File: config.mk
export PLATFORM = sky130hd
export DESIGN_NAME = terminal_writer
export DESIGN_NICKNAME = d
export VERILOG_FILES = /design/src/rtl/terminal_pkg.sv /design/src/rtl/terminal_cursor.sv /design/src/rtl/terminal_writer.sv
export SDC_FILE = /design/constraint.sdc
export NUM_CORES = 1
export LEC_CHECK = 0
export ABC_AREA = 1
export BUFFER_PORTS_ARGS = -buffer_cell sky130_fd_sc_hd__buf_4
export CAP_MARGIN = 20
export CORE_ASPECT_RATIO = 1.5
export CORE_MARGIN = 3
export CORE_UTILIZATION = 48
export DETAILED_ROUTE_END_ITERATION = 8
export PLACE_DENSITY = 0.82
export SETUP_SLACK_MARGIN = 0.02
export SLEW_MARGIN = 20
export SYNTH_ARGS = -nofsm -noshare
export SYNTH_HDL_FRONTEND = slang
export SYNTH_SLANG_ARGS = --single-unit
File: constraint.sdc
create_clock -name clk -period 2.3 [get_ports clk]
set_input_delay 0.23 -clock clk [delete_from_list [all_inputs] [get_ports clk]]
set_output_delay 0.23 -clock clk [all_outputs]
set_load 0.05 [all_outputs]
File: src/rtl/terminal_pkg.sv
// Shared definitions for the character terminal writer: geometry defaults,
// display-word layout, control codes and state encodings.
package terminal_pkg;

  localparam int ROWS_DEFAULT = 30;
  localparam int COLS_DEFAULT = 80;

  // Display word layout: {underline, fg[11:0], bg[11:0], char[7:0]}
  localparam int WD_W        = 33;
  localparam int ATTR_W      = 25;
  localparam int WD_CHAR_LSB = 0;
  localparam int WD_CHAR_MSB = 7;
  localparam int WD_BG_LSB   = 8;
  localparam int WD_BG_MSB   = 19;
  localparam int WD_FG_LSB   = 20;
  localparam int WD_FG_MSB   = 31;
  localparam int WD_UL_BIT   = 32;

  // Control codes and the blank fill character
  localparam logic [7:0] CH_BS    = 8'h08;
  localparam logic [7:0] CH_LF    = 8'h0A;
  localparam logic [7:0] CH_FF    = 8'h0C;
  localparam logic [7:0] CH_CR    = 8'h0D;
  localparam logic [7:0] CH_BLANK = 8'h20;

  // White on black, no underline
  localparam logic [ATTR_W-1:0] ATTR_RESET = {1'b0, 12'hFFF, 12'h000};

  typedef enum logic [1:0] {
    ST_IDLE,
    ST_CLR_LINE,
    ST_CLR_SCREEN
  } state_t;

  typedef enum logic [2:0] {
    CUR_HOLD,
    CUR_ADVANCE,
    CUR_CR,
    CUR_LF,
    CUR_BS,
    CUR_HOME
  } cursor_op_t;

endpackage

File: src/rtl/terminal_cursor.sv
// Cursor row/column counters. Flags when the current op moves to a new line
// so the writer can blank that line.
module terminal_cursor
  import terminal_pkg::*;
#(
  parameter int ROWS = ROWS_DEFAULT,
  parameter int COLS = COLS_DEFAULT
) (
  input  logic       clk,
  input  logic       reset,
  input  cursor_op_t op,
  output logic [4:0] row,
  output logic [6:0] col,
  output logic       new_line
);

  localparam logic [4:0] ROW_LAST = 5'(ROWS - 1);
  localparam logic [6:0] COL_LAST = 7'(COLS - 1);

  logic [4:0] row_next_line;

  assign row_next_line = (row == ROW_LAST) ? 5'd0 : row + 5'd1;
  assign new_line      = (op == CUR_LF) || (op == CUR_ADVANCE && col == COL_LAST);

  // Apply one cursor operation per cycle
  always_ff @(posedge clk) begin
    if (reset) begin
      // NOTE: sequential state uses non-blocking assignments so every
      // register in the block sees the pre-edge values of the others.
      row <= 5'd0;
      col <= 7'd0;
    end else begin
      case (op)
        CUR_ADVANCE: begin
          if (col == COL_LAST) begin
            col <= 7'd0;
            row <= row_next_line;
          end else begin
            col <= col + 7'd1;
          end
        end
        CUR_CR:   col <= 7'd0;
        CUR_LF:   row <= row_next_line;
        CUR_BS:   if (col != 7'd0) col <= col - 7'd1;
        CUR_HOME: begin
          row <= 5'd0;
          col <= 7'd0;
        end
        default: ;
      endcase
    end
  end

endmodule

File: src/rtl/terminal_writer.sv
// Turns a byte stream into display-buffer writes: prints characters at the
// cursor, interprets CR/LF/BS/FF, and blanks lines or the whole screen.
module terminal_writer
  import terminal_pkg::*;
#(
  parameter int ROWS           = ROWS_DEFAULT,
  parameter int COLS           = COLS_DEFAULT,
  parameter bit CLEAR_ON_RESET = 1'b1
) (
  input  logic              clk,
  input  logic              reset,
  input  logic              in_valid,
  input  logic [7:0]        in_char,
  output logic              in_ready,
  input  logic              attr_we,
  input  logic [ATTR_W-1:0] attr_in,
  output logic              we,
  output logic [4:0]        wr,
  output logic [6:0]        wc,
  output logic [WD_W-1:0]   wd,
  output logic [4:0]        cur_row,
  output logic [6:0]        cur_col,
  output logic              busy
);

  localparam logic [4:0] ROW_LAST = 5'(ROWS - 1);
  localparam logic [6:0] COL_LAST = 7'(COLS - 1);

  state_t            state;
  cursor_op_t        cur_op;
  logic              new_line;
  logic [ATTR_W-1:0] attr;
  logic [4:0]        clr_row;
  logic [6:0]        clr_col;
  logic              printable;
  logic              screen_last;

  assign in_ready    = (state == ST_IDLE);
  assign busy        = (state != ST_IDLE);
  assign printable   = (in_char >= CH_BLANK);
  assign screen_last = (clr_row == ROW_LAST) && (clr_col == COL_LAST);

  terminal_cursor #(
    .ROWS (ROWS),
    .COLS (COLS)
  ) u_cursor (
    .clk      (clk),
    .reset    (reset),
    .op       (cur_op),
    .row      (cur_row),
    .col      (cur_col),
    .new_line (new_line)
  );

  // Decode the cursor operation for this cycle
  always_comb begin
    // NOTE: default first so every path assigns cur_op and no latch forms.
    cur_op = CUR_HOLD;
    if (state == ST_IDLE && in_valid) begin
      if (printable) begin
        cur_op = CUR_ADVANCE;
      end else begin
        case (in_char)
          CH_CR:   cur_op = CUR_CR;
          CH_LF:   cur_op = CUR_LF;
          CH_BS:   cur_op = CUR_BS;
          default: cur_op = CUR_HOLD;
        endcase
      end
    end else if (state == ST_CLR_SCREEN && screen_last) begin
      cur_op = CUR_HOME;
    end
  end

  // Control state: FSM, clear counters, write strobe and attribute register
  always_ff @(posedge clk) begin
    if (reset) begin
      state   <= CLEAR_ON_RESET ? ST_CLR_SCREEN : ST_IDLE;
      we      <= 1'b0;
      clr_row <= 5'd0;
      clr_col <= 7'd0;
      attr    <= ATTR_RESET;
    end else begin
      we <= 1'b0;
      if (attr_we) attr <= attr_in;
      case (state)
        ST_IDLE: begin
          if (in_valid) begin
            we      <= printable;
            clr_row <= 5'd0;
            clr_col <= 7'd0;
            if (new_line)              state <= ST_CLR_LINE;
            else if (in_char == CH_FF) state <= ST_CLR_SCREEN;
          end
        end
        ST_CLR_LINE: begin
          we <= 1'b1;
          if (clr_col == COL_LAST) state   <= ST_IDLE;
          else                     clr_col <= clr_col + 7'd1;
        end
        ST_CLR_SCREEN: begin
          we <= 1'b1;
          if (clr_col == COL_LAST) begin
            clr_col <= 7'd0;
            if (clr_row == ROW_LAST) state   <= ST_IDLE;
            else                     clr_row <= clr_row + 5'd1;
          end else begin
            clr_col <= clr_col + 7'd1;
          end
        end
        default: state <= ST_IDLE;
      endcase
    end
  end

  // Write address/data path, qualified by we
  always_ff @(posedge clk) begin
    // NOTE: no reset here; these are only meaningful while we is high,
    // and we itself is reset.
    case (state)
      ST_CLR_LINE: begin
        wr <= cur_row;
        wc <= clr_col;
        wd <= {attr, CH_BLANK};
      end
      ST_CLR_SCREEN: begin
        wr <= clr_row;
        wc <= clr_col;
        wd <= {attr, CH_BLANK};
      end
      default: begin
        wr <= cur_row;
        wc <= cur_col;
        wd <= {attr, in_char};
      end
    endcase
  end

endmodule

Word-level counts from Yosys, hierarchy flattened
Cells that the tools add are included.
{"block": "totals", "regBits": 97, "latchBits": 0, "ramBits": 0, "mem_bits_ro": 0, "inputBits": 37, "output_inout_bits": 60, "mem_count": 0}
{"block": "op_classes", "addsub": 5, "mul": 0, "div": 0, "magnitude_cmp": 1, "n_eq_ne": 24, "n_shift": 0, "n_mux": 29, "bitwise": 0, "reduce_logical": 19}
{"operator": "$mux 7", "n": 6}
{"operator": "$pmux 7 s3", "n": 2}
{"operator": "$eq 8x4->1 const B", "n": 4}
{"operator": "$mux 5", "n": 6}
{"operator": "$pmux 5 s3", "n": 1}
{"operator": "$add 7x1->7 const B", "n": 2}
{"operator": "$eq 7x7->1 const B", "n": 2}
{"operator": "$mux 2", "n": 6}
{"operator": "$add 5x1->5 const B", "n": 2}
{"operator": "$eq 5x5->1 const B", "n": 2}
{"operator": "$ne 2x2->1 const B", "n": 5}
{"operator": "$pmux 5 s2", "n": 1}
{"operator": "$mux 3", "n": 3}
{"operator": "$pmux 3 s3", "n": 1}
{"operator": "$reduce_bool 3->1", "n": 3}
{"operator": "$ge 8x6->1 const B", "n": 1}
{"operator": "$reduce_bool 7->1", "n": 1}
{"operator": "$sub 7x1->7 const B", "n": 1}
{"operator": "$eq 3x2->1 const B", "n": 2}
{"operator": "$eq 3x3->1 const B", "n": 2}
{"operator": "$ne 2x1->1 const B", "n": 3}
{"operator": "$pmux 2 s3", "n": 1}
{"operator": "$reduce_and 5->1", "n": 1}
{"operator": "$logic_and 1x1->1", "n": 4}
{"operator": "13 further kinds", "n": 16}

Depth between registers and ports, before layout
{"block": "depth", "word_depth": 11, "mapped_depth": 15}

Cells and area by module
From an unflattened synthesis, not the netlist that was laid out.
{"block": "hier_totals", "hier_cells": 521, "area_unflattened_um2": 3988.8}
{"module": "terminal_writer", "n_inst": 1, "cells_each": 356, "area_each_um2": 2985.4, "seq_area_each_um2": 1701.6}
{"module": "terminal_cursor", "n_inst": 1, "cells_each": 165, "area_each_um2": 1003.5, "seq_area_each_um2": 240.2}

Worst setup path before layout
No wires, ideal clock.
{"block": "synth_timing", "path_type": "register -> register", "startpoint": "register state[0]", "endpoint": "register clr_col[5]", "setup_time_ps": 128, "arrival_ps": 2115, "required_ps": 2172, "path_slack_ps": 58, "path_stages_with_launch": 11, "cell_sequence": "dfxtp_1 inv_1 ha_1 inv_2 a21oi_1 a21boi_2 inv_2 nor2_1 nand2_1 nor2_1 nor3b_2"}
{"block": "synth_between", "elab_chain_cells": 3, "elab_cells_between_ends": 8, "cone_classes": "4 x eq/ne; 1 x mux; 3 x reduce/logical"}
{"item": "start: declaration", "line_no": "terminal_writer.sv:29", "rtl": "state_t state;"}
{"item": "start signal: assignment", "line_no": "terminal_writer.sv:78", "rtl": "state <= CLEAR_ON_RESET ? ST_CLR_SCREEN : ST_IDLE;"}
{"item": "$logic_not 2->1 (*)"}
{"item": "via in_ready", "line_no": "terminal_writer.sv:14", "rtl": "output logic in_ready,"}
{"item": "$ne 2x2->1 (no source line) or $reduce_bool 3->1 (tied branches)"}
{"item": "$reduce_and 3->1 (no source line)"}
{"item": "end signal: assignment", "line_no": "terminal_writer.sv:99", "rtl": "else clr_col <= clr_col + 7'd1;"}
{"item": "end signal: assignment", "line_no": "terminal_writer.sv:108", "rtl": "clr_col <= clr_col + 7'd1;"}
{"item": "end: declaration", "line_no": "terminal_writer.sv:34", "rtl": "logic [6:0] clr_col;"}
The timed path passes the listed nets; every way through them passes the cells marked *.
A chain may end at the register's enable or synchronous reset.

Final worst setup path
{"block": "layout_timing", "startpoint": "register state[1]", "endpoint": "register clr_col[5]"}
{"block": "layout_between", "elab_chain_cells": 3, "elab_cells_between_ends": 8, "cone_classes": "4 x eq/ne; 1 x mux; 3 x reduce/logical"}
{"item": "$eq 2x1->1 (tied with other cells)", "line_no": "terminal_writer.sv:86", "rtl": "case (state)"}
{"item": "$ne 2x2->1 (no source line) or $reduce_bool 3->1 (tied branches)"}
{"item": "$reduce_and 3->1 (no source line)"}
Several ways; a longest one is shown, not always the timed one.

==> metrics.md <==
| Metric | Value |
|---|---|
| Routed WL | 9002 µm |
| Starting density of the core | 50.31% |
| Number of warnings printed during yosys synthesis | 0 |
| Global-route wire length before repair | 15,000 µm |
| Worst r2r src | state[1] |
| Clock period minus worst slack | 2119 ps |
| Post-cts hold buffer count | 0 |
| Clock tree buffer depth | 2 |
| Final RePlAce weighted congestion | about 0.9 |
| Post-DP HPWL | 6714 µm |
| RSZ-0062 raised after global routing | no |
| First-iteration detailed-routing DRC count | between 200 and 300 |
| Sequence of cells on the critical path | inv_1, ha_1, inv_2, nor2_1, a21oi_1, a21boi_2, inv_2, nor2_1, nand2_1, nor2_1, nor3b_2 |
| Remaining design rule violation count | 0 |
| Library cell occupying the most area in the post-synthesis netlist | dfxtp_1 |
| CTS clk-pin slew, worst paths | 70 ps |
| Post-route clock period utilization | 92.11% |
| Row cnt | 39 |
| Post-Syn Nets | 545 |
| Sum of negative setup slack | 0 ps |
| Maximum cell stage delay along the critical path | 400 ps |
| Arrival time of data at the critical path endpoint | 2330 ps |
| Number of antenna repair diodes | 0 |
| FF+latch area | ~0.002 mm² |
| Maximum level of the CTS H-tree | 3 |
| Tightest Hold Check Type | in2reg |
| CTS tree | done |
| Launching instance or port of the critical path | state[1] |
| Pwr per Cell Area | 834.0 mW/mm² |
| Average via count per standard cell | 4.991 |
| Type of destination of the critical path | register |
| Area added between synthesis and finish | 28.91% |
| Ports | 97 |
| Most frequently used cell type in the post-synthesis netlist | nand2_1 |
| Area taken by multi-input logic gates | around 0.0017 mm² |
| Cell Area, Synth | 0.003904 mm² |
| Worst supply voltage drop on vdd | 0.0006149 V |
| Critical hold path startpoint | attr_in[15] |
| Maximum net fanout on the critical path | 8 |
| Fraction of final layout cells sized beyond drive strength 1 | a little under a quarter |
| Share of synthesized flip-flops with an asynchronous set or reset | 0% |
| Maximum Capacitance Violations | 0 |
| Height of the chip | 116.5 µm |
| Most used cell along the critical path | nor2_1 |
| Max Clock Freq | 472.0 MHz |
| Average wire length per cell after detail routing | 12.86 µm |
| Count of nets left with antenna violations after detail routing | 0 |
| Number of optimization iterations in the first detailed-route pass | 4 |
| Synthesized area divided by synthesized cell count | 7.870 µm² |
| Cell at the root of the clock tree | clkbuf_16 |
| Max-slew violation count | 0 |
| Number of global-route vias before repair | 3,436 |
| Endpoints failing hold | 0 |
| Register-to-register setup slack | about 180 ps |
| Number of setup violations in the final report | 0 |
| CTS Buf Count | 9 |
| Die X | 79.64 µm |
| Clock sink count | 97 |
| Floorplan Core Area | between 0.007 and 0.008 mm² |
| Endpoint required time on the critical path | roughly 2500 ps |
| Worst setup skew after layout | 3.403 ps |
| Global route overflow | 0 |
| Proportion of netlist area held by the largest area contributor | ~50% |
| Port Buf Inserts | 96 |
| Via Count | ~3,500 |
| FF+latch count, synth | 97 |
| Initial antenna violation count | 0 |
| Net count, final | 642 |
| Worst slew slack as a fraction of its limit | around 71% |
| Fill cell instance count of the final layout | 642 |
| Commonest cells in the synthesized netlist | nand2_1, dfxtp_1, nor2_1, inv_1, o21ai_0 |
| Clk Latency, worst-skew pair | around 340 ps |
| Worst setup SP type | register |
| Post-synth top flop | dfxtp_1 |
| Proportion of synthesized chip area in sequential cells | 49.74% |
| Synth top area cells | dfxtp_1, nand2_1, nor2_1 |
| Total Power | 0.004197 W |
| Slew of the pin with the lowest slew margin | 430.6 ps |
| Slowest cell on the critical path | dfxtp_1 |
| Count of flip-flops with a built-in enable after synthesis | 0 |
| Number of standard cells after synthesis | a little under 500 |
| Result of the run | complete, no violations |
| Type of the worst setup path | reg2reg |
| Total Die Area | 0.009274 mm² |
| Leakage power total | 2.388 nW |
| All-layer global routing usage | 20.39% |
| Pin count of the biggest net entering global routing | 30 |
| Yosys cell types | 31 |
-- critical path, delay by kind of cell (launching register included) --
kind,cells,cell delay [ps]
AND/OR/NAND/NOR,5,520
AO/OA/AOI/OAI,2,480
flip-flops,1,400
buffers and inverters,3,320
adder cells (fa/ha/maj),1,270
-- power breakdown --
| group | leakage (nW) | internal, W | switching [W] |
|---|---|---|---|
| logic | 1.44 | 0.000242 | 0.000508 |
| registers | 0.798 | 0.00179 | 0.0000619 |
| clock network | 0.149 | 0.000956 | 0.000635 |
| total | 2.39 | 0.00299 | 0.00120 |
-- through the flow --
step	instances	area (µm²)	setup WS, ps	utilization (%)	hold slack (ps)
after floorplan	496	3904	57.61	-	308.5
after global placement	684	4708	328.8	60.68	330.9
after detailed placement	684	4708	244.3	60.68	331.8
after CTS	700	5030	220.8	64.83	92.95
after global routing	700	5032	35.49	64.86	101.4
final	700	5032	181.5	64.86	96.44
-- final cells by class --
type                            count  area share (%)
Sequential cell                    97           38.59
Multi-Input combinational cell    334           33.79
Timing Repair Buffer               99           14.77
Clock buffer                       10           4.550
Inverter                           52           3.928
Tap cell                          102           2.536
Clock inverter                      6           1.840
-- registers in the layout (all words and copies together), names as in the netlist --
name,cells
u_cursor.col,7
wc,7
state,2
wr,5
we,1
wd,33
clr_row,5
u_cursor.row,5
attr,25
clr_col,7
-- layer usage --
| metal | up-vias | GRT usage [%] | routed length [µm] |
|---|---|---|---|
| met4 | 0 | 9.060 | 190 |
| li1 | 1772 | - | - |
| met1 | 1593 | 20.55 | 3395 |
| met3 | 19 | 6.404 | 675 |
| met5 | - | 0 | 0 |
| met2 | 110 | 37.87 | 4741 |
-- final timing paths --
path,depth (start not counted),to
setup reg to reg,11,clr_col[5]
hold reg to reg,0,wd[21]
hold / removal,3,attr[15]
setup / recovery,11,clr_col[5]
-- kinds of logic (layout without fill, tap and decap cells) --
logic type,count (synthesis),count (layout),share of synthesized area (%)
compound gates,66,66,9.615
xor+xnor,16,16,3.590
fa+ha+maj,12,12,3.846
buf+inv,65,167,6.763
flops,97,97,49.74
simple gates,240,240,26.44
-- timing repair --
action                                  CTS  global route
gates resized for setup                   0             1
buffers inserted                          0             0
endpoints found under the setup margin    0             4
-- layout by cell type (no fill, tap or decap), drive strengths merged --
master	n
nand2	108
buf	99
dfxtp	97
nor2	81
inv	52
o21ai	36
nand3	34
a21oi	21
xor2	13
ha	12
clkbuf	10
nand4	7
nor3	6
a211oi	4
xnor2	3
o22ai	3
nor3b	3
clkinvlp	2
clkinv	2
bufinv	2
a21boi	1
and3	1
a21o	1
Note: power is estimated with default switching activity, not from simulation.
